File: config.mk
export PLATFORM = sky130hd
export DESIGN_NAME = multicycle_control_unit
export DESIGN_NICKNAME = d
export VERILOG_FILES = /design/src/rtl/cpu_types_pkg.sv /design/src/rtl/mc_instr_decode.sv /design/src/rtl/multicycle_control_unit.sv
export SDC_FILE = /design/constraint.sdc
export NUM_CORES = 1
export LEC_CHECK = 0
export ABC_AREA = 1
export CORE_MARGIN = 4
export CORE_UTILIZATION = 36
export CTS_CLUSTER_SIZE = 40
export DETAILED_ROUTE_END_ITERATION = 10
export GPL_TIMING_DRIVEN = 0
export PLACE_DENSITY = 0.81
export SLEW_MARGIN = 20
export SYNTH_ARGS = -nofsm -noshare
export SYNTH_HDL_FRONTEND = slang
export SYNTH_SLANG_ARGS = --single-unit
File: constraint.sdc
create_clock -name CLK -period 1.8 [get_ports CLK]
set_clock_uncertainty 0.2 [all_clocks]
set_input_delay 0.18 -clock CLK [delete_from_list [all_inputs] [get_ports CLK]]
set_output_delay 0.18 -clock CLK [all_outputs]
set_load 0.01 [all_outputs]
File: src/rtl/cpu_types_pkg.sv
// rtl/cpu_types_pkg.sv - shared CPU encodings for the multicycle control unit
package cpu_types_pkg;

    typedef enum logic [3:0] {
        ALU_SLL  = 4'd0,
        ALU_SRL  = 4'd1,
        ALU_ADD  = 4'd2,
        ALU_SUB  = 4'd3,
        ALU_AND  = 4'd4,
        ALU_OR   = 4'd5,
        ALU_XOR  = 4'd6,
        ALU_NOR  = 4'd7,
        ALU_SLT  = 4'd8,
        ALU_SLTU = 4'd9
    } aluop_t;

    typedef enum logic [2:0] {
        S_FETCH, S_DECODE, S_EXEC, S_MEM, S_WB, S_HALT
    } mc_state_t;

    typedef enum logic [1:0] {PC_NEXT = 2'b00, PC_BRANCH = 2'b01, PC_JUMP = 2'b10, PC_REG = 2'b11} pcsrc_t;
    typedef enum logic [1:0] {RD_RT = 2'b00, RD_RD = 2'b01, RD_RA = 2'b10} regdst_t;
    typedef enum logic [1:0] {MR_ALU = 2'b00, MR_MEM = 2'b01, MR_PC4 = 2'b10} memtoreg_t;
    typedef enum logic [1:0] {EXT_ZERO = 2'b00, EXT_SIGN = 2'b01, EXT_LUI = 2'b10} extop_t;
    typedef enum logic [1:0] {TRAP_NONE = 2'b00, TRAP_ILLEGAL = 2'b01, TRAP_TIMEOUT = 2'b10} trap_t;

    typedef enum logic [3:0] {
        IC_RALU, IC_IALU, IC_BEQ, IC_BNE, IC_J, IC_JAL, IC_JR, IC_LW, IC_SW, IC_HALT
    } iclass_t;

    typedef struct packed {
        aluop_t    aluOp;
        extop_t    extOp;
        logic      aluSrc;
        regdst_t   regDst;
        memtoreg_t memtoReg;
        iclass_t   iclass;
        logic      illegal;
    } decode_t;

    localparam logic [5:0] OP_RTYPE = 6'h00, OP_J = 6'h02, OP_JAL = 6'h03, OP_BEQ = 6'h04,
                           OP_BNE = 6'h05, OP_ADDI = 6'h08, OP_ADDIU = 6'h09, OP_SLTI = 6'h0A,
                           OP_SLTIU = 6'h0B, OP_ANDI = 6'h0C, OP_ORI = 6'h0D, OP_XORI = 6'h0E,
                           OP_LUI = 6'h0F, OP_LW = 6'h23, OP_SW = 6'h2B, OP_HALT = 6'h3F;

    localparam logic [5:0] FN_SLL = 6'h00, FN_SRL = 6'h02, FN_JR = 6'h08, FN_ADD = 6'h20,
                           FN_ADDU = 6'h21, FN_SUB = 6'h22, FN_SUBU = 6'h23, FN_AND = 6'h24,
                           FN_OR = 6'h25, FN_XOR = 6'h26, FN_NOR = 6'h27, FN_SLT = 6'h2A,
                           FN_SLTU = 6'h2B;

endpackage

File: src/rtl/mc_instr_decode.sv
// rtl/mc_instr_decode.sv - combinational opcode/funct decode for the multicycle control unit
module mc_instr_decode
    import cpu_types_pkg::*;
(
    input  logic [5:0] opcode,
    input  logic [5:0] funct,
    output decode_t    dec
);
    always_comb begin
        dec          = '0;
        dec.aluOp    = ALU_ADD;
        dec.extOp    = EXT_SIGN;
        dec.aluSrc   = 1'b1;
        dec.regDst   = RD_RT;
        dec.memtoReg = MR_ALU;
        dec.iclass   = IC_IALU;
        dec.illegal  = 1'b0;
        case (opcode)
            OP_RTYPE: begin
                dec.aluSrc = 1'b0;
                dec.extOp  = EXT_ZERO;
                dec.regDst = RD_RD;
                dec.iclass = IC_RALU;
                case (funct)
                    FN_SLL:          dec.aluOp = ALU_SLL;
                    FN_SRL:          dec.aluOp = ALU_SRL;
                    FN_ADD, FN_ADDU: dec.aluOp = ALU_ADD;
                    FN_SUB, FN_SUBU: dec.aluOp = ALU_SUB;
                    FN_AND:          dec.aluOp = ALU_AND;
                    FN_OR:           dec.aluOp = ALU_OR;
                    FN_XOR:          dec.aluOp = ALU_XOR;
                    FN_NOR:          dec.aluOp = ALU_NOR;
                    FN_SLT:          dec.aluOp = ALU_SLT;
                    FN_SLTU:         dec.aluOp = ALU_SLTU;
                    FN_JR:           dec.iclass = IC_JR;
                    default:         dec.illegal = 1'b1;
                endcase
            end
            OP_J:     begin dec.iclass = IC_J; dec.aluSrc = 1'b0; end
            OP_JAL:   begin
                dec.iclass   = IC_JAL;
                dec.aluSrc   = 1'b0;
                dec.regDst   = RD_RA;
                dec.memtoReg = MR_PC4;
            end
            OP_BEQ:   begin dec.iclass = IC_BEQ; dec.aluOp = ALU_SUB; dec.aluSrc = 1'b0; end
            OP_BNE:   begin dec.iclass = IC_BNE; dec.aluOp = ALU_SUB; dec.aluSrc = 1'b0; end
            OP_ADDI, OP_ADDIU: dec.aluOp = ALU_ADD;
            OP_SLTI:  dec.aluOp = ALU_SLT;
            OP_SLTIU: dec.aluOp = ALU_SLTU;
            OP_ANDI:  begin dec.aluOp = ALU_AND; dec.extOp = EXT_ZERO; end
            OP_ORI:   begin dec.aluOp = ALU_OR;  dec.extOp = EXT_ZERO; end
            OP_XORI:  begin dec.aluOp = ALU_XOR; dec.extOp = EXT_ZERO; end
            OP_LUI:   begin dec.aluOp = ALU_OR;  dec.extOp = EXT_LUI;  end
            OP_LW:    begin dec.iclass = IC_LW; dec.memtoReg = MR_MEM; end
            OP_SW:    dec.iclass = IC_SW;
            OP_HALT:  begin dec.iclass = IC_HALT; dec.aluSrc = 1'b0; end
            default:  dec.illegal = 1'b1;
        endcase
    end
endmodule

File: src/rtl/multicycle_control_unit.sv
// rtl/multicycle_control_unit.sv - FETCH/DECODE/EXEC/MEM/WB sequencer with sticky halt, trap and memory-wait timeout
module multicycle_control_unit
    import cpu_types_pkg::*;
#(
    parameter int WORD_W       = 32,
    parameter int MEM_WAIT_MAX = 0
) (
    input  logic              CLK,
    input  logic              RST,
    input  logic [WORD_W-1:0] instr,
    input  logic              ihit,
    input  logic              dhit,
    input  logic              zero,
    output logic              iREN,
    output logic              dREN,
    output logic              dWEN,
    output logic              IRWEN,
    output logic              PCWEN,
    output logic [1:0]        PCSrc,
    output logic [1:0]        RegDst,
    output logic [1:0]        MemtoReg,
    output logic              ALUSrc,
    output logic [1:0]        ExtOp,
    output aluop_t            ALUOp,
    output logic              RegWEN,
    output logic              halt,
    output logic [1:0]        trap
);
    localparam int CNT_W = (MEM_WAIT_MAX > 0) ? $clog2(MEM_WAIT_MAX + 1) : 1;
    localparam logic [CNT_W-1:0] CNT_MAX = CNT_W'(MEM_WAIT_MAX);

    mc_state_t        state, nextState;
    trap_t            trapQ, trapNext;
    logic             haltQ;
    logic [CNT_W-1:0] waitCnt;
    decode_t          dec;
    logic             waiting, memHit, timedOut;
    logic             unusedFields;

    assign unusedFields = ^instr[WORD_W-7:6];

    mc_instr_decode u_decode (
        .opcode (instr[WORD_W-1:WORD_W-6]),
        .funct  (instr[5:0]),
        .dec    (dec)
    );

    // A hit arriving on the cycle the counter reaches the limit still completes the access.
    always_comb begin
        waiting  = (state == S_FETCH) || (state == S_MEM);
        memHit   = (state == S_FETCH) ? ihit : dhit;
        timedOut = waiting && (MEM_WAIT_MAX != 0) && (waitCnt == CNT_MAX) && !memHit;
    end

    always_ff @(posedge CLK) begin
        if (RST) state <= S_FETCH;
        else     state <= nextState;
    end

    always_ff @(posedge CLK) begin
        if (RST) begin
            waitCnt <= '0;
            haltQ   <= 1'b0;
            trapQ   <= TRAP_NONE;
        end else begin
            if ((nextState != state) || (waiting && memHit)) waitCnt <= '0;
            else if (waiting && (MEM_WAIT_MAX != 0))          waitCnt <= waitCnt + 1'b1;
            if (nextState == S_HALT)    haltQ <= 1'b1;
            if (trapNext != TRAP_NONE)  trapQ <= trapNext;
        end
    end

    always_comb begin
        nextState = state;
        trapNext  = TRAP_NONE;
        case (state)
            S_FETCH: begin
                if (timedOut) begin
                    nextState = S_HALT;
                    trapNext  = TRAP_TIMEOUT;
                end else if (ihit) begin
                    nextState = S_DECODE;
                end
            end
            S_DECODE: begin
                if (dec.illegal) begin
                    nextState = S_HALT;
                    trapNext  = TRAP_ILLEGAL;
                end else begin
                    case (dec.iclass)
                        IC_HALT:     nextState = S_HALT;
                        IC_J, IC_JAL: nextState = S_FETCH;
                        default:     nextState = S_EXEC;
                    endcase
                end
            end
            S_EXEC: begin
                case (dec.iclass)
                    IC_BEQ, IC_BNE, IC_JR: nextState = S_FETCH;
                    IC_LW, IC_SW:          nextState = S_MEM;
                    default:               nextState = S_WB;
                endcase
            end
            S_MEM: begin
                if (timedOut) begin
                    nextState = S_HALT;
                    trapNext  = TRAP_TIMEOUT;
                end else if (dhit) begin
                    nextState = (dec.iclass == IC_LW) ? S_WB : S_FETCH;
                end
            end
            S_WB:    nextState = S_FETCH;
            S_HALT:  nextState = S_HALT;
            default: nextState = S_FETCH;
        endcase
    end

    // Reset gates every output so requests drop in the very cycle RST rises.
    always_comb begin
        iREN     = 1'b0;
        dREN     = 1'b0;
        dWEN     = 1'b0;
        IRWEN    = 1'b0;
        PCWEN    = 1'b0;
        RegWEN   = 1'b0;
        PCSrc    = PC_NEXT;
        RegDst   = RD_RT;
        MemtoReg = MR_ALU;
        ALUSrc   = 1'b0;
        ExtOp    = EXT_ZERO;
        ALUOp    = ALU_ADD;
        halt     = haltQ && !RST;
        trap     = RST ? TRAP_NONE : trapQ;
        if (!RST) begin
            case (state)
                S_FETCH: begin
                    iREN = !timedOut;
                    if (ihit) begin
                        IRWEN = 1'b1;
                        PCWEN = 1'b1;
                        PCSrc = PC_NEXT;
                    end
                end
                S_DECODE: begin
                    if (!dec.illegal && (dec.iclass == IC_J || dec.iclass == IC_JAL)) begin
                        PCWEN = 1'b1;
                        PCSrc = PC_JUMP;
                    end
                    if (!dec.illegal && dec.iclass == IC_JAL) begin
                        RegWEN   = 1'b1;
                        RegDst   = RD_RA;
                        MemtoReg = MR_PC4;
                    end
                end
                S_EXEC: begin
                    ALUOp  = dec.aluOp;
                    ALUSrc = dec.aluSrc;
                    ExtOp  = dec.extOp;
                    case (dec.iclass)
                        IC_BEQ:  begin PCWEN = zero;  PCSrc = PC_BRANCH; end
                        IC_BNE:  begin PCWEN = !zero; PCSrc = PC_BRANCH; end
                        IC_JR:   begin PCWEN = 1'b1;  PCSrc = PC_REG;    end
                        default: ;
                    endcase
                end
                S_MEM: begin
                    dREN = (dec.iclass == IC_LW) && !timedOut;
                    dWEN = (dec.iclass == IC_SW) && !timedOut;
                end
                S_WB: begin
                    RegWEN   = 1'b1;
                    RegDst   = dec.regDst;
                    MemtoReg = dec.memtoReg;
                end
                default: ;
            endcase
        end
    end
endmodule
==> results of run 1 <==
-- through the flow --
step                cells  util (%)
floorplan             189         -
global placement      253     56.57
detailed placement    253     56.57
CTS                   288     73.45
global route          296     81.69
finish                296     81.69
-- timing repair --
| action | 4_1_cts | 5_1_grt |
|---|---|---|
| endpoints found under the setup margin | 20 | 19 |
| gates resized for setup | 165 | 45 |
| pin swaps | 30 | 23 |
| cloned | 1 | 0 |
| buffers inserted | 31 | 9 |
| hold buffers | 0 | 0 |
-- layout make-up --
type	count	share of cell area [%]
Buffer	3	1.211
Clock buffer	4	1.413
Inverter	37	7.604
Multi-Input combinational cell	144	49.39
Sequential cell	5	5.720
Tap cell	28	1.884
Timing Repair Buffer	75	32.77
-- layer usage --
layer  GRT usage, %  vias up  wire (um)
met5              0        -          0
met4          10.93        0        273
met3          5.122       38        484
met2          45.32      130       2302
met1          27.18      764       1797
li1               -      747          -
-- state kept, by name, indices dropped and copies added, names as in the netlist --
signal,cells
state,3
trapQ,1
haltQ,1
-- power groups by stage --
stage | registers, W | clock network [W] | logic [W]
global placement | 0.000135 | 0 | 0.000202
global route | 0.000141 | 0.000146 | 0.000373
detailed placement | 0.000136 | 0 | 0.000203
floorplan | 0.000133 | 0 | 0.000116
finish | 0.000140 | 0.000140 | 0.000353
CTS | 0.000137 | 0.000143 | 0.000282
-- worst paths after layout --
path         cells past startpoint                    end                  start
max reg2reg                     11    state[0]$_SDFF_PP0_    state[1]$_SDFF_PP0_
min                              2    state[1]$_SDFF_PP0_                    RST
max                             13            MemtoReg[1]              instr[27]
min reg2reg                      2  trapQ[0]$_SDFFE_PP0P_  trapQ[0]$_SDFFE_PP0P_
-- cells in the final DEF (no fill, tap or decap), drive strengths merged --
cell,netlist,layout
conb,1,1
nand4,2,2
o21ai,9,9
buf,2,60
a21oi,10,10
dlygate4sd2,0,4
nand2,41,41
clkbuf,1,8
inv,37,37
nor2,50,50
clkdlybuf4s50,0,5
dfxtp,5,5
nor4,1,1
nor3,5,5
nand3,24,24
o22ai,1,1
clkdlybuf4s15,0,5
-- synth_stat cells (2+ instances only) --
master	number	area share [%]
nand3_1	22	12
a21oi_1	10	5.6
dfxtp_1	5	11
nor2_1	48	20
buf_4	2	1.7
inv_1	37	16
nor3_1	5	2.8
nand3_2	2	2.2
nor2_2	2	1.4
o21ai_0	9	5.0
nand2_1	40	17
-- worst register-to-register path, delay by kind of cell (launching register included) --
kind,cells,cell delay [ns]
simple gates,3,0.36
flops,1,0.33
compound gates,1,0.14
buf+inv,7,0.77
-- logic make-up (layout without fill, tap and decap cells) --
group,Yosys count,count (layout)
buffers and inverters,40,119
DFF,5,5
and+or+nand+nor,123,123
AOI/OAI and AO/OA,20,20
other,1,1
==> reports/results.ini, run 1 <==
[run_status]
status=complete, but fails checks
violations=setup timing

[pwr]
total_power_w=0.0006331
p_leak_nw=0.9288
pwr-share-comb_pct=55.8
pwr-share-clk_pct=22.2
swShare_pct=42.32
internal-power_w=0.0003651
power_switching_w=0.0002679
p_per_area_nw_per_um2=340.5
irDropWorstVdd_mv=0.3732
p_seq_share_pct=22.1

[sta]
final_max_slew_viol_count=0
finalSetupViolations=17
slew_headroom_pct=64.42
fmax_ghz=0.5035
max_slew.worst_pin.slew_ns=0.5336
fin_crit_ns=1.986
timing.final.crit_share_pct=110.3
hold_ws_ns=0.1972
grt_setup_unrepaired=true
setup_ws_ns=-0.1863
finalSetupTns_ns=-1.524
hold_violations=0

[floorplan]
core_um2=2276
initial_core_util_pct=39.20
io_pins=59
fp.dieArea_um2=3339
die-width_um=57.78
die_y_um=57.78
rows=17

[routing]
vias=1679
drc=0
postRouteAntennaNets=0
post_drt_wl_per_cell_um=16.41
dr.pass1.iters=6
drt-initial-drc-count=110
drt-vias-per-instance=5.672
routed_wl_um=4858

[grt]
antenna_found_initial=0
grtUsageTotal_pct=24.77
grt_pass1_wl_um=6637
first_global_vias=1538
grt_overflow=0
grt_max_degree=11

[yosys]
synth_area_um2=892.1
synth_mux_area_share_pct=0
seq_area_frac_synth_pct=11.22
syn_nets=226
ys_async_sr_fraction_pct=0
synth-compound-area-share_pct=11.36
synthAdderAreaFrac_pct=0
synth_edf_count=0
yosys_warnings=0
synth_top_family_by_area=simple AND/OR/NAND/NOR gates
syn_area_per_cell_um2=4.720
ys.flop_type=dfxtp_1
synthCells=189
synth_xor_area_share_pct=0
synth_cell_types=18
synth-seq-cells=5
yosys.area_share.simple_pct=59.33

[worst_setup_path]
path_cells=buf_4, nand2_2, nor2_4, nand2_2, nand2_1, nor2_1, nand2_1, nand2_2, nor2_4, buf_6, nand4_4, nand2_1, buf_2
path_buf_inv=3
crit_type=in -> out
worstSetupStartpointType=input port
crit_fanout=4
endpoint_kind=primary output
cp_slowest_cell=nor2_4
worstPathArrival_ns=1.61
crit_family=simple AND/OR/NAND/NOR gates
reg2reg_slack_ns=-0.08
critical-path-max-stage-delay_ns=0.15
required_ns=1.42

[cells_and_area]
final-seq-area_um2=106.4
final_area_um2=1859
diodes=0
fillers=134
syn_to_final_growth_pct=108.4
finalNetCount=306
multi_input_area_um2=918.4
drive_gt1_share_pct=50.00

[place]
globalplace.congestion=0.8657
place_area_um2=1287
dp_hpwl_um=2127
port_buffers=36
place_ws_ns=-0.9320

[clock_tree]
clk_latency_ns=0.25
cts_buffers=3
clk_root_buffer_cell=clkbuf_4
clock_path_buffers=2
cts_tree=yes
cts.sinks=5
clkTransAtPathRegs_ns=0.05
h-tree-depth=1

[run]
maxCapViolCount=0

[min_path]
hold_path.class=in -> reg

No activity file was read; power rests on OpenSTA's default activity.
==> run 2: changes to the inputs <==
--- a/config.mk
+++ b/config.mk
@@ -6,12 +6,15 @@
 export NUM_CORES = 1
 export LEC_CHECK = 0
 export ABC_AREA = 1
+export CELL_PAD_IN_SITES_DETAIL_PLACEMENT = 0
+export CELL_PAD_IN_SITES_GLOBAL_PLACEMENT = 2
+export CORE_ASPECT_RATIO = 0.5
 export CORE_MARGIN = 4
-export CORE_UTILIZATION = 36
+export CORE_UTILIZATION = 15
 export CTS_CLUSTER_SIZE = 40
 export DETAILED_ROUTE_END_ITERATION = 10
 export GPL_TIMING_DRIVEN = 0
-export PLACE_DENSITY = 0.81
+export PLACE_DENSITY_LB_ADDON = 0.1
 export SLEW_MARGIN = 20
 export SYNTH_ARGS = -nofsm -noshare
 export SYNTH_HDL_FRONTEND = slang
==> reports/results.ini, run 2 (synthesis results as in run 1) <==
[grt]
grt.met3_usage_pct=1.547
first_global_vias=1325
grt_max_degree=11
grtUsageTotal_pct=10.76
met1_usage_pct=14.74
grt_pass1_wl_um=6382
grt_overflow=0
antenna_found_initial=0
grtUsageMet2_pct=17.42
top_usage_layer=met2

[pwr]
p_per_area_nw_per_um2=453.3
total_power_w=0.0007872
irDropWorstVdd_mv=0.3396
p_leak_nw=0.8791

[routing]
dr.pass1.iters=4
vias=1329
drt-initial-drc-count=44
drt-vias-per-instance=4.127
routed_wl_um=3826
post_drt_wl_per_cell_um=11.88
drc=0
postRouteAntennaNets=0

[place]
place_ws_ns=-1.026
port_buffers=36
dp_hpwl_um=2964
globalplace.congestion=0.7019

[clock_tree]
cts_tree=yes
clk_latency_ns=0.23
cts.sinks=5
clkTransAtPathRegs_ns=0.03
cts_buffers=3
h-tree-depth=1
ctsHoldBuffers=0
clock_path_buffers=2
clk_root_buffer_cell=clkbuf_16

[floorplan]
core_um2=5610
fp.dieArea_um2=7320
die-width_um=117.1
initial_core_util_pct=15.90
die_y_um=62.53
rows=19
io_pins=59

[worst_setup_path]
cp_slowest_cell=dfxtp_4
critical-path-max-stage-delay_ns=0.36
worstSetupStartpointType=register
required_ns=1.42
worstPathArrival_ns=1.51
endpoint_kind=primary output
path_cells=nor3_4, inv_2, nor2_4, buf_6, inv_4, a21oi_2, o21ai_1, nand2_1, buf_2
crit_type=reg -> out
crit_fanout=6

[min_path]
hold_path.class=in -> reg

[run]
maxCapViolCount=0

[cells_and_area]
final_cell_mix=nor2_1 (32), nand2_1 (30), inv_1 (29)
diodes=0
largest_register_ffs=3
finalNetCount=287
drive_gt1_share_pct=43.37
reg.largest.list=state: 3 flops, haltQ: 1 flops, trapQ: 1 flops
layout_commonest_cell=nor2_1
top_register=state
syn_to_final_growth_pct=94.67
fin_util_pct=30.95

[sta]
finalSetupViolations=6
fmax_ghz=0.5280
setup_ws_ns=-0.09390
final_max_slew_viol_count=0
timing.final.crit_share_pct=105.2
fin_crit_ns=1.894
grt_setup_unrepaired=true
hold_violations=0

[run_status]
status=complete, but fails checks
violations=setup timing

run 2: cell types whose count changed in the layout (fill, tap and decap cells not counted), sizes merged:
cell / before / now
buf: 60 / 42
clkdlybuf4s15: 5 / 4
clkbuf: 8 / 5
dlymetal6s2s: 0 / 1
dlygate4sd2: 4 / 6
run 2: timing repair:
item,CTS,global route
gates cloned,1,0
gates resized for setup,173,9
pin swaps,28,4
setup endpoints to repair,24,16
setup buffers,16,3
run 2: worst max-delay path: cells and delay by family (launching register included):
family / cells / cell delay [ns]
AOI/OAI and AO/OA: 2 / 0.16
buffers and inverters: 4 / 0.35
DFF: 1 / 0.36
and+or+nand+nor: 3 / 0.41
run 2: final timing paths:
check / slack (ns) / depth (start not counted) / start / endpoint
max: -0.09 / 9 / state[0]$_SDFF_PP0_ / PCSrc[1]
min: 0.1 / 2 / RST / state[0]$_SDFF_PP0_
max reg2reg: 0.43 / 6 / state[2]$_SDFF_PP0_ / state[0]$_SDFF_PP0_
min reg2reg: 0.26 / 2 / trapQ[0]$_SDFFE_PP0P_ / trapQ[0]$_SDFFE_PP0P_
run 2: cell type report:
class,count,area (um^2)
flip-flops and latches,5,106.4
clock buffers,4,78.83
fillers,660,3874
inverters,37,141.4
multi-input cells,144,855.8
repair buffers,56,439.2
well taps,73,91.34
plain buffers,3,23.77
run 2: per-stage QoR:
stage / instances / instance area, um^2 / setup TNS, ns / hold WS [ns]
floorplan: 189 / 892.1 / 0 / 0.1984
global placement: 298 / 1344 / -15.42 / 0.2488
detailed placement: 298 / 1344 / -14.65 / 0.2557
CTS: 319 / 1685 / -0.6295 / 0.1157
global route: 322 / 1737 / -1.535 / 0.1366
finish: 322 / 1737 / -0.2250 / 0.09531
run 2: metal layers:
metal	part of all wire (%)	up-vias	wire, um
met1	51	595	1953
met4	0.99	0	38
li1	-	706	-
met2	45	24	1716
met3	3.1	4	117
met5	0	-	0
run 2: where the power goes:
part / total [W] / switching, W / internal (W)
logic: 0.000278 / 0.000158 / 0.000120
clock network: 0.000367 / 0.0000737 / 0.000294
registers: 0.000142 / 0.0000156 / 0.000126
==> run 3: changes to the inputs <==
--- a/config.mk
+++ b/config.mk
@@ -6,6 +6,7 @@
 export NUM_CORES = 1
 export LEC_CHECK = 0
 export ABC_AREA = 1
+export CAP_MARGIN = 20
 export CELL_PAD_IN_SITES_DETAIL_PLACEMENT = 0
 export CELL_PAD_IN_SITES_GLOBAL_PLACEMENT = 2
 export CORE_ASPECT_RATIO = 0.5
@@ -15,6 +16,7 @@
 export DETAILED_ROUTE_END_ITERATION = 10
 export GPL_TIMING_DRIVEN = 0
 export PLACE_DENSITY_LB_ADDON = 0.1
+export SKIP_CTS_REPAIR_TIMING = 1
 export SLEW_MARGIN = 20
 export SYNTH_ARGS = -nofsm -noshare
 export SYNTH_HDL_FRONTEND = slang
==> reports/results.ini, run 3 (synthesis results as in run 1) <==
[grt]
antenna_found_initial=0
grt_pass1_wl_um=5713
first_global_vias=1177
grtUsageTotal_pct=9.700
grt_max_degree=11
grt_overflow=0

[worst_setup_path]
r2r_cells=6
endpoint_kind=primary output
worstPathArrival_ns=1.56
crit_fanout=5
reg2reg_slack_ns=0.43
crit_type=reg -> out
r2r-end=state[1]$_SDFF_PP0_
reg2reg_from=state[1]$_SDFF_PP0_
worstSetupStartpointType=register
required_ns=1.42

[cells_and_area]
final-seq-area_um2=106.4
fillers=662
drive_gt1_share_pct=41.95
multi_input_area_um2=892.1
fin_util_pct=30.02
diodes=0
reg.largest.list=state: 3 flops, haltQ: 1 flops, trapQ: 1 flops
syn_to_final_growth_pct=88.78
final_cell_mix=inv_1 (30), nor2_1 (29), nand2_1 (27)
finalNetCount=274
top_register=state
stdcell_count=309
largest_register_ffs=3
layout_commonest_cell=inv_1

[min_path]
hold_path.class=in -> reg
holdPathEnd=state[0]$_SDFF_PP0_
min_from=RST
holdPathStages=2

[sta]
hold_violations=0
timing.final.crit_share_pct=107.7
setup_ws_ns=-0.1377
grt_setup_unrepaired=true
fmax_ghz=0.5161
fin_crit_ns=1.938
finalSetupViolations=12
final_max_slew_viol_count=0

[routing]
drc=0
drt-vias-per-instance=4.210
drt-initial-drc-count=61
routed_wl_um=3732
postRouteAntennaNets=0
post_drt_wl_per_cell_um=12.08
vias=1301
dr.pass1.iters=4

[place]
globalplace.congestion=0.7019
dp.cells=298
dp_hpwl_um=2964
port_buffers=36

[run]
maxCapViolCount=0

[pwr]
p_per_area_nw_per_um2=456.2
p_leak_nw=0.8787
irDropWorstVdd_mv=0.3271
swShare_pct=31.89
pwr-share-clk_pct=47.6
p_seq_share_pct=18.4
internal-power_w=0.0005232
power_switching_w=0.0002450
total_power_w=0.0007683
pwr-share-comb_pct=34.1

[floorplan]
fp.dieArea_um2=7320
initial_core_util_pct=15.90
rows=19
die_y_um=62.53
core_um2=5610
die-width_um=117.1
io_pins=59

[clock_tree]
cts_buffers=3
clk_root_buffer_cell=clkbuf_16
clk_latency_ns=0.23
h-tree-depth=1
clock_path_buffers=2
cts_tree=yes
cts.sinks=5
clkTransAtPathRegs_ns=0.03

[run_status]
violations=setup timing
status=complete, but fails checks

==> run 3: cell count changes in the layout (fill, tap and decap cells not counted), moves of 4 or more <==
cell,previous run,this run
buf_4,21,7
dlymetal6s2s_1,1,8
clkdlybuf4s15_2,4,0
clkbuf_2,1,8
buf_2,16,11
dlygate4sd2_1,6,0
==> run 3: stage by stage <==
stage               cell area (um^2)  hold slack (ns)  TNS [ns]  worst slack [ns]
finish                          1684           0.1050   -0.7602           -0.1377
global placement                1344           0.2488    -15.42            -1.087
CTS                             1423           0.1986    -14.59            -1.035
global route                    1684           0.1463    -2.254           -0.2274
floorplan                      892.1           0.1984         0            0.2127
detailed placement              1344           0.2557    -14.65            -1.026
==> run 3: power by group through the flow <==
stage	registers, W	logic [W]	clock network (W)
after floorplan	0.000133	0.000116	0
after global placement	0.000136	0.000214	0
after detailed placement	0.000136	0.000213	0
after CTS	0.000134	0.000214	0.000371
after global routing	0.000143	0.000292	0.000377
final	0.000141	0.000262	0.000366
==> run 3: worst max-delay path by stage <==
stage | start | to | slack [ns] | cells after the start
floorplan | state[1]$_SDFF_PP0_ | ALUOp[1] | 0.21 | 7
global placement | instr[26] | RegWEN | -1.09 | 12
detailed placement | instr[26] | RegDst[1] | -1.03 | 12
CTS | instr[26] | RegDst[1] | -1.03 | 12
global route | state[1]$_SDFF_PP0_ | ALUOp[1] | -0.23 | 8
finish | state[2]$_SDFF_PP0_ | dWEN | -0.14 | 4
==> run 3: worst max-delay path, cell delays in order, from the launching register on <==
cell and delay (ns):
dfxtp_2 0.35, inv_1 0.14, nand4_1 0.13, nor2_1 0.14, clkdlybuf4s50_1 0.56
==> run 3: cell type report <==
cell class	count	area share, %
multi-input combinational	144	52.97
timing repair buffer	43	20.80
inverter	37	8.395
sequential	5	6.315
tap	73	5.423
clock buffer	4	4.681
buffer	3	1.412
==> run 3: layer usage <==
metal / track usage [%] / share of wire, % / vias to the layer above
li1: - / - / 682
met1: 14.28 / 51 / 591
met2: 14.24 / 45 / 24
met3: 1.547 / 3.3 / 4
met4: 3.004 / 1.0 / 0
met5: 0 / 0 / -
==> edit: new RTL, config.mk and constraints of run 1 <==
Put a register stage on the output `RegDst`. The value now appears one clock later. The other outputs are not delayed to match.
--- a/src/rtl/multicycle_control_unit.sv
+++ b/src/rtl/multicycle_control_unit.sv
@@ -30,2 +30,4 @@
     localparam logic [CNT_W-1:0] CNT_MAX = CNT_W'(MEM_WAIT_MAX);
+
+    logic [1:0] RegDst_d;
 
@@ -126,3 +128,3 @@
         PCSrc    = PC_NEXT;
-        RegDst   = RD_RT;
+        RegDst_d = RD_RT;
         MemtoReg = MR_ALU;
@@ -150,3 +152,3 @@
                         RegWEN   = 1'b1;
-                        RegDst   = RD_RA;
+                        RegDst_d = RD_RA;
                         MemtoReg = MR_PC4;
@@ -171,3 +173,3 @@
                     RegWEN   = 1'b1;
-                    RegDst   = dec.regDst;
+                    RegDst_d = dec.regDst;
                     MemtoReg = dec.memtoReg;
@@ -178,2 +180,6 @@
     end
+    always_ff @(posedge CLK) begin
+        RegDst <= RegDst_d;
+    end
+
 endmodule
Check against the original RTL: not equivalent (Yosys sat finds a counterexample within 4 cycles, from zero or initial values and one cycle with RST high).
==> edit against run 1 <==
- the run still ends with negative setup slack left
- wire length decreased by 21%
- die area increased by 6.8%
- critical path depth is 4 lower
- cell area decreased by 5.2%
- worst hold slack worse by 49 ps
- total power increased by 4.7%
- area after synthesis rose by 7.9%
- non-clock buffer count fell by 8
- global-route usage shrank 3.9 points
- combinational power shrank 6.8%
- worst setup slack gained 63 ps
- sequential cell count up 2
- highest routed layer unchanged
==> edit: results (changes against run 1) <==
Status:
- The flow ran to the end, but the final reports show violations.
- The checks that failed: negative setup slack.

Synthesis:
- The number of synthesis warnings is 0 (unchanged).
- The most used flip-flop cell after synthesis is sky130_fd_sc_hd__dfxtp_1.
- The number of distinct library cell variants in the gate-level netlist after synthesis came to 30 (+12).
- The part of the Yosys area used for sequential elements was 0.146 (+0.0334).
- The synthesized area per cell is 5.29 sq um (+12%).
- Ranked by total cell area, the synthesized netlist is headed by sky130_fd_sc_hd__nor2_1 16%, sky130_fd_sc_hd__dfxtp_1 15%, sky130_fd_sc_hd__nand2_1 14%.
- Ranked by instance count, the synthesized netlist is headed by 40 x sky130_fd_sc_hd__nor2_1, 37 x sky130_fd_sc_hd__nand2_1, 32 x sky130_fd_sc_hd__inv_1, 18 x sky130_fd_sc_hd__nand3_1.
- The synthesized net count is 219 (-3.1%).
- The async set or reset register ratio after synthesis is 0 (unchanged).

Power:
- The worst vdd rail ir drop is 0.445 mV (+19%).
- The leakage power summed over all cells is 0.849 nW (-8.6%).

Global route:
- The aggregate global-route resource usage is 0.209 (-0.0390).
- The via count of the first global-routing pass is 1328 (-14%).
- The global-route wire length before repair is 5660 microns (-15%).
- The initial antenna violation count came to 0 (unchanged).
- The pin count of the biggest net entering global routing is 10 (-1).

Placement:
- The placed cell count is 248 (-2.0%).
- The worst setup slack before clock tree synthesis is -895 ps (+36.7 ps).
- The count of input and output buffers is 36 (unchanged).
- The detailed placer's ending HPWL is 2190 microns (+2.9%).
- The final weighted congestion in routability-driven placement was 0.897 (+3.6%).

STA:
- The final worst slack came to -123 ps (+63.4 ps).
- The number of setup violations in the final report is 8 (-9).
- The setup total negative slack is -564 ps (+961 ps).
- The number of endpoints with negative hold slack in the final report came to 0 (unchanged).

Routing:
- The wire length after detailed routing is 3820 microns (-21%).
- The count of TritonRoute iterations in the first routing pass was 4 (-2).
- The number of DRC markers in iteration 0 is 69 (-37%).
- The via total after detailed routing came to 1454 (-13%).
- The routed wire length per instance is 13.5 microns (-18%).

CTS:
- The number of H-tree levels came to 1 (unchanged).
- The post-CTS clock slew at the launch and capture registers of the worst setup and hold paths was 50 ps (about the same).
- The root cell of the clock tree is sky130_fd_sc_hd__clkbuf_4.
- The maximum clock insertion buffer count came to 2 (unchanged).
- The number of buffers added by the clock tree synthesis step came to 3 (unchanged).
- The clock latency on the worst-skew pair is 260 ps.
- TritonCTS built the clock tree.

Setup path:
- The stage delay of the slowest cell on the critical path was 390 ps (+240 ps).
- The critical path's slowest cell is sky130_fd_sc_hd__dfxtp_4.
- The endpoint arrival time on the critical path was 1540 ps (-70 ps).
- The highest fanout seen on the critical path is 4 (unchanged).

Layout:
- The count of nets after finishing is 291 (-4.9%).
- The number of antenna cells inserted is 0 (unchanged).
- In the final layout, the registers with the most flip-flops are state x3, RegDst x2.
- The proportion of layout cells with a drive suffix above 1 was 0.435 (-0.0652).
- The fill cell total of the finished layout is 205 (+53%).

Min path:
- The tightest min-delay check is of the input pin to flop type.
==> edit: changes by cell type in the layout (fill, tap and decap cells not counted), moves of 3 or more <==
cell,delta
sky130_fd_sc_hd__buf_2,+4
sky130_fd_sc_hd__buf_4,-12
sky130_fd_sc_hd__buf_6,-7
sky130_fd_sc_hd__dlygate4sd2_1,+4
sky130_fd_sc_hd__inv_1,-7
sky130_fd_sc_hd__inv_2,+3
sky130_fd_sc_hd__nand2_1,+4
sky130_fd_sc_hd__nand2_2,-5
sky130_fd_sc_hd__nand3_4,-3
sky130_fd_sc_hd__nor2_4,-9
sky130_fd_sc_hd__nor3_4,+3
==> edit: per-layer routing <==
metal / share of wire / GRT usage
met3: 0.063 / 0.0259
met1: 0.38 / 0.249
met2: 0.51 / 0.346
met5: 0 / 0
met4: 0.041 / 0.139
==> edit: final timing paths <==
check	start	end	slack, ps	cells after the start
setup reg to reg	state[0]	state[1]	80	11
hold reg to reg	haltQ	haltQ	260	2
setup / recovery	state[0]	MemtoReg[1]	-120	9
hold / removal	instr[28]	RegDst[0]	150	4
==> edit: power by group <==
part | total (W) | leakage (nW) | internal [W] | switching (W)
Combinational | 0.000329 | 0.775 | 0.000149 | 0.000179
Sequential | 0.000183 | 0.0592 | 0.000168 | 0.0000156
Clock | 0.000151 | 0.0150 | 0.0000851 | 0.0000658
==> edit: cells by family after synthesis <==
family / share of synthesized area
AND/OR/NAND/NOR: 0.550
buffers and inverters: 0.153
AO/OA/AOI/OAI: 0.147
flip-flops: 0.146
other: 0.00390
==> edit: timing repair <==
item	in CTS	in global routing
gates cloned	0	0
buffers inserted	27	6
endpoints found under the setup margin	17	19
hold buffers	1	0
hold endpoints to repair	2	0
pin swaps	19	15
resized for setup	114	32
==> edit: final cells by class <==
type,count,area (sq um),share of cell area
multi-input combinational,139,865,0.490
clock buffer,4,26.3,0.0149
inverter,33,124,0.0703
tap,30,37.5,0.0213
sequential,7,151,0.0859
timing repair buffer,67,536,0.304
buffer,3,23.8,0.0135
==> edit: critical path: cells and delay by family, from the launching register on <==
kind,cells,cell delay [ps]
AOI/OAI and AO/OA,2,260
and+or+nand+nor,3,310
buffers and inverters,4,320
DFF,1,390
==> edit: through the flow <==
step	hold WS, ps	instance area (sq um)
floorplan	165	962
CTS	204	1670
global route	169	1760
finish	148	1760
detailed placement	245	1360
global placement	241	1360
